$ cat config.mk
export PLATFORM = sky130hd
export DESIGN_NAME = branch_resolve_unit
export DESIGN_NICKNAME = d
export VERILOG_FILES = /design/src/rtl/branch_pkg.sv /design/src/rtl/branch_resolve_unit_bht.sv /design/src/rtl/branch_resolve_unit.sv
export SDC_FILE = /design/constraint.sdc
export NUM_CORES = 1
export LEC_CHECK = 0
export CORE_UTILIZATION = 55
export CTS_CLUSTER_DIAMETER = 100
export CTS_CLUSTER_SIZE = 28
export DETAILED_ROUTE_END_ITERATION = 6
export PLACE_DENSITY = 0.8
export SLEW_MARGIN = 20
export SYNTH_ARGS = -nofsm -noshare
export SYNTH_HDL_FRONTEND = slang
export SYNTH_HIERARCHICAL = 1
export SYNTH_SLANG_ARGS = --single-unit
$ cat constraint.sdc
create_clock -name clk -period 3.4 [get_ports clk]
set_input_delay 0.34 -clock clk [delete_from_list [all_inputs] [get_ports clk]]
set_output_delay 0.34 -clock clk [all_outputs]
set_load 0.05 [all_outputs]
$ cat src/rtl/branch_pkg.sv
// branch_pkg: ex_branch encodings and BHT counter reset value shared by the pipeline, decoder and branch unit.
package branch_pkg;
    typedef enum logic [2:0] {
        BR_NONE = 3'b000,
        BR_JAL  = 3'b001,
        BR_JALR = 3'b010,
        BR_BEQ  = 3'b100,
        BR_BNE  = 3'b101,
        BR_LT   = 3'b110,
        BR_GE   = 3'b111
    } br_op_e;

    // weakly not-taken: MSB clear, all lower bits set
    function automatic int ctr_rst(input int w);
        return (1 << (w - 1)) - 1;
    endfunction
endpackage

$ cat src/rtl/branch_resolve_unit_bht.sv
// bht_table: saturating-counter branch history table with a read port that bypasses a same-index write.
module bht_table
    import branch_pkg::*;
#(
    parameter int ENTRIES = 64,
    parameter int CTR_W   = 2
) (
    input  logic                       clk,
    input  logic                       rst_n,
    input  logic [$clog2(ENTRIES)-1:0] rd_idx,
    output logic                       rd_msb,
    input  logic                       wr_en,
    input  logic [$clog2(ENTRIES)-1:0] wr_idx,
    input  logic                       wr_taken
);
    localparam logic [CTR_W-1:0] RST = CTR_W'(ctr_rst(CTR_W));

    logic [CTR_W-1:0] ctr [ENTRIES];
    logic [CTR_W-1:0] cur;
    logic [CTR_W-1:0] nxt;

    always_comb begin
        cur = ctr[wr_idx];
        nxt = wr_taken ? ((&cur) ? cur : cur + 1'b1) : ((|cur) ? cur - 1'b1 : cur);
    end

    assign rd_msb = (wr_en && wr_idx == rd_idx) ? nxt[CTR_W-1] : ctr[rd_idx][CTR_W-1];

    always_ff @(posedge clk or negedge rst_n) begin
        if (!rst_n) begin
            for (int i = 0; i < ENTRIES; i++) ctr[i] <= RST;
        end else if (wr_en) begin
            ctr[wr_idx] <= nxt;
        end
    end
endmodule

$ cat src/rtl/branch_resolve_unit.sv
// branch_resolve_unit: EX-stage branch/jump resolution, redirect and next-PC selects,
// BHT direction prediction for fetch, and saturating branch/mispredict counters.
module branch_resolve_unit
    import branch_pkg::*;
#(
    parameter int XLEN        = 32,
    parameter int BHT_ENTRIES = 64,
    parameter int CTR_W       = 2,
    parameter int CNT_W       = 32
) (
    input  logic             clk,
    input  logic             rst_n,
    input  logic [XLEN-1:0]  if_pc,
    output logic             pred_taken,
    input  logic             ex_valid,
    input  logic             ex_stall,
    input  logic [2:0]       ex_branch,
    input  logic             ex_pred_taken,
    input  logic [XLEN-1:0]  ex_pc,
    input  logic             zero,
    input  logic             less,
    output logic             pc_a_src,
    output logic             pc_b_src,
    output logic             redirect,
    output logic [CNT_W-1:0] br_cnt,
    output logic [CNT_W-1:0] miss_cnt
);
    localparam int IDX = $clog2(BHT_ENTRIES);

    br_op_e op;
    logic   is_jump;
    logic   is_cond;
    logic   taken;
    logic   train;

    assign op      = br_op_e'(ex_branch);
    assign is_jump = op == BR_JAL || op == BR_JALR;
    assign is_cond = ex_branch[2];

    // undefined codes (e.g. 011) fall through to not-taken and never redirect
    assign taken = is_jump      ? 1'b1  :
                   op == BR_BEQ ? zero  :
                   op == BR_BNE ? !zero :
                   op == BR_LT  ? less  :
                   op == BR_GE  ? !less : 1'b0;

    assign pc_a_src = ex_valid & taken;
    assign pc_b_src = ex_valid & (op == BR_JALR);
    assign redirect = ex_valid & (is_jump | (is_cond & (taken != ex_pred_taken)));
    assign train    = ex_valid & !ex_stall & is_cond;

    bht_table #(
        .ENTRIES (BHT_ENTRIES),
        .CTR_W   (CTR_W)
    ) u_bht (
        .clk      (clk),
        .rst_n    (rst_n),
        .rd_idx   (if_pc[IDX+1:2]),
        .rd_msb   (pred_taken),
        .wr_en    (train),
        .wr_idx   (ex_pc[IDX+1:2]),
        .wr_taken (taken)
    );

    always_ff @(posedge clk or negedge rst_n) begin
        if (!rst_n) begin
            br_cnt   <= '0;
            miss_cnt <= '0;
        end else if (train) begin
            if (~&br_cnt) br_cnt <= br_cnt + 1'b1;
            if (redirect && ~&miss_cnt) miss_cnt <= miss_cnt + 1'b1;
        end
    end

    logic unused_pc_bits;
    assign unused_pc_bits = ^{if_pc[XLEN-1:IDX+2], if_pc[1:0], ex_pc[XLEN-1:IDX+2], ex_pc[1:0]};
endmodule
==> impl_metrics.tcl <==
set metrics [dict create \
    antenna_found_initial 1 \
    vias_per_cell 6.04 \
    numCtsBuffers 17 \
    gp_congestion 0.935 \
    stdcell_area_mm2 0.0122 \
    synth_edf_count 0 \
    synth_nets 1001 \
    post_drt_wl_per_cell_um 19.2 \
    drv_slew 0 \
    slew_headroom 0.338 \
    ys_seq_elements 192 \
    clk_pin_slew_worst_paths_ps 70 \
    endpoint_kind "output pin" \
    syn_avg_cell_area_um2 10.9 \
    drc 0 \
    path_cells "dlygate4sd2_1 > buf_12 > mux4_2 > or2_2 > a311oi_2 > and3_1 > nand4b_1 > maj3_2 > mux2_2 > buf_4" \
    synth_cell_types 62 \
    synth_cells 925 \
    crit_cells 10 \
    rsz0062_at_grt "no" \
    fin_ws_ps 66.4 \
    die_w_um 137 \
    max_freq_mhz 300 \
    arrival_ps 2990 \
    ant_nets 0 \
    die_area_mm2 0.0189 \
    drtIter0Drc 673 \
    synth_xor_area_frac 0.0609 \
    period_needed_ps 3330 \
    power_density_mw_per_mm2 448 \
    status "completed" \
    cts_tree "yes" \
    async_reset_ff_frac 1.00 \
    cp.required_ps 3060 \
    worstSetupStartpointType "input port" \
    drive_above_1_share 0.268 \
    worst-r2r-cell-count 8 \
    switching_share 0.281 \
    drt_pass1_iterations 6 \
    cts-htree-levels 4 \
    holdWs_ps 476 \
    grt_start_max_net_pins 85 \
    synthTopCellsByArea "dfrtp_1 32%, dfstp_2 17%, mux2_2 8.1%" \
    max_stage_delay_ps 490 \
    wirelength_mm 24.9 \
    grt_pass1_vias 7664 \
    root_buffer "clkbuf_16" \
    period_share 0.980 \
    grt_pass1_wl_mm 39.7 \
    boundaryPins 142 \
    synth_mux_area_frac 0.172 \
    worst-path-buf-inv 3 \
    dpl_worst_slack_ps -197 \
    yosysTopAreaCellShare 0.318 \
    syn_to_final_growth_pct 21.6 \
    max_cap_viol_count 0 \
    mostFrequentLayoutCells "162 x nand2_1, 128 x dfrtp_1, 84 x clkdlybuf4s50_1, 72 x mux2_2, 71 x o21ai_0" \
    finalSetupViolations 0 \
    fin_skew_ps 9.74 \
    synth_fa_ha_area_frac 0.00460 \
    routed-via-count 7810 \
    dpl.hpwl_mm 17.0 \
    layout.nets 1125 \
    p_sw_uw 1540 \
    hold_class "input port to async pin" \
    yosys.area_share.simple 0.167 \
    rrSetupSlack_ps 650 \
    p_leak_uw 0.00511 \
    final_hold_viol_count 0 \
    cpMaxStageDelayCell "mux4_2" \
    worst_pin_slew_ps 990 \
    clk_path_buf_depth 2 \
    p_int_uw 3950 \
    synth_top_family_by_area "multiplexers" \
    yosysSeqAreaShare 0.485 \
    worstSetupPathType "input port to output pin" \
    pwr-share-comb 0.149 \
    synth_compound_area_frac 0.0810 \
    synthFlopType "dfrtp_1" \
    p_seq_frac 0.459 \
    syn-cell-area_mm2 0.0101 \
    overflow 0 \
    peakVddDrop_v 0.000591 \
    layout_commonest_cell "nand2_1" \
    yosys.area.top_type "dfrtp_1" \
    place_area_mm2 0.0115 \
    yosysWarnings 6 \
    track_usage 0.279 \
    row_count 49 \
    start_util 0.561 \
    clkPwrFrac 0.391 \
    port-buffer-count 89 \
    die_h_um 137 \
    clk-insertion-delay-late_ps 440 \
    crit_fanout 13 \
    r2r-start "u_bht/ctr[34]" \
    r2r_end "u_bht/ctr[107]" \
    cpLargestDelayFamily "multiplexers" \
    coreArea_mm2 0.0180 \
    fill_cells 1358 \
    clock_sinks 192 \
]
[synthesized netlist by cell type (all sizes together), types with 5 or more instances]
cell    instances
o21ai          71
mux2           72
buf            26
inv            10
nor4            5
nand3          35
a211oi          6
and3           19
nor2           33
a21oi           8
dfrtp         128
xor2           19
nand2         162
and2            9
dfstp          64
and4            7
xnor2          51
nand4          34
nor2b           8
clkbuf         23
nor3           13
a22oi          13
mux4           31
mux2i          22
[registers in the layout, summed over array words and instances (netlist names)]
signal     count
miss_cnt      32
br_cnt        32
u_bht/ctr    128
[power groups by stage]
stage               sequential (uW)  combinational (uW)  clock [uW]
finish                         2520                 819        2150
global route                   2540                 875        2270
CTS                            2520                 812        2190
detailed placement             2560                 807           0
global placement               2550                 792           0
floorplan                      2700                 331           0
[worst reg2reg max path, delay by kind of cell, from the launching register on]
kind	cells	cell delay (ps)
multiplexers	2	790
AND/OR/NAND/NOR	3	610
flip-flops	1	370
adder cells (fa/ha/maj)	1	370
buffers and inverters	1	260
AO/OA/AOI/OAI	1	240
[area by class of cell]
| type | instances | area [um^2] | share of cell area |
|---|---|---|---|
| clock buffer | 18 | 439 | 0.0359 |
| inverter | 10 | 37.5 | 0.00307 |
| sequential | 192 | 4880 | 0.399 |
| tap | 229 | 287 | 0.0234 |
| timing repair buffer | 154 | 1490 | 0.122 |
| clock inverter | 14 | 195 | 0.0159 |
| multi-input combinational | 674 | 4900 | 0.401 |
| antenna | 1 | 2.50 | 0.000204 |
[metal layers]
layer / track usage / up-vias / wire length, um
met5: 0 / - / 0
met1: 0.375 / 3860 / 10700
met2: 0.455 / 315 / 11800
met3: 0.0500 / 56 / 1730
met4: 0.0983 / 0 / 694
li1: - / 3579 / -
[cell families after synthesis]
family	Yosys count
AOI/OAI and AO/OA	128
xor gates and xnor gates	70
adders and majority gates	4
muxes	125
and+or+nand+nor	347
buffers and inverters	59
DFF	192
[worst max path at each step]
stage / start / endpoint / slack, ps
after floorplan: if_pc[2] / pred_taken / 270
after global placement: ex_pc[3] / pred_taken / -210
after detailed placement: ex_pc[3] / pred_taken / -200
after CTS: ex_pc[3] / pred_taken / 50
after global routing: if_pc[2] / pred_taken / 9
final: ex_pc[3] / pred_taken / 70
[stage by stage]
| step | TNS (ps) | util | power [uW] | instances |
|---|---|---|---|---|
| 6_report | 0 | 0.681 | 5490 | 1292 |
| 5_1_grt | 0 | 0.681 | 5680 | 1291 |
| 4_1_cts | 0 | 0.678 | 5530 | 1287 |
| 3_5_place_dp | -6760 | 0.642 | 3370 | 1254 |
| 3_3_place_gp | -5660 | 0.642 | 3340 | 1254 |
| 2_1_floorplan | 0 | - | 3030 | 925 |
[what timing repair did]
item                                   CTS  global route
gates resized for setup                  6             2
pin swaps                                1             0
hold buffers                             1             0
setup endpoints to repair                1             1
endpoints found under the hold margin   47             0
buffers inserted                         0             4
Power figures use the tool's default switching activity.
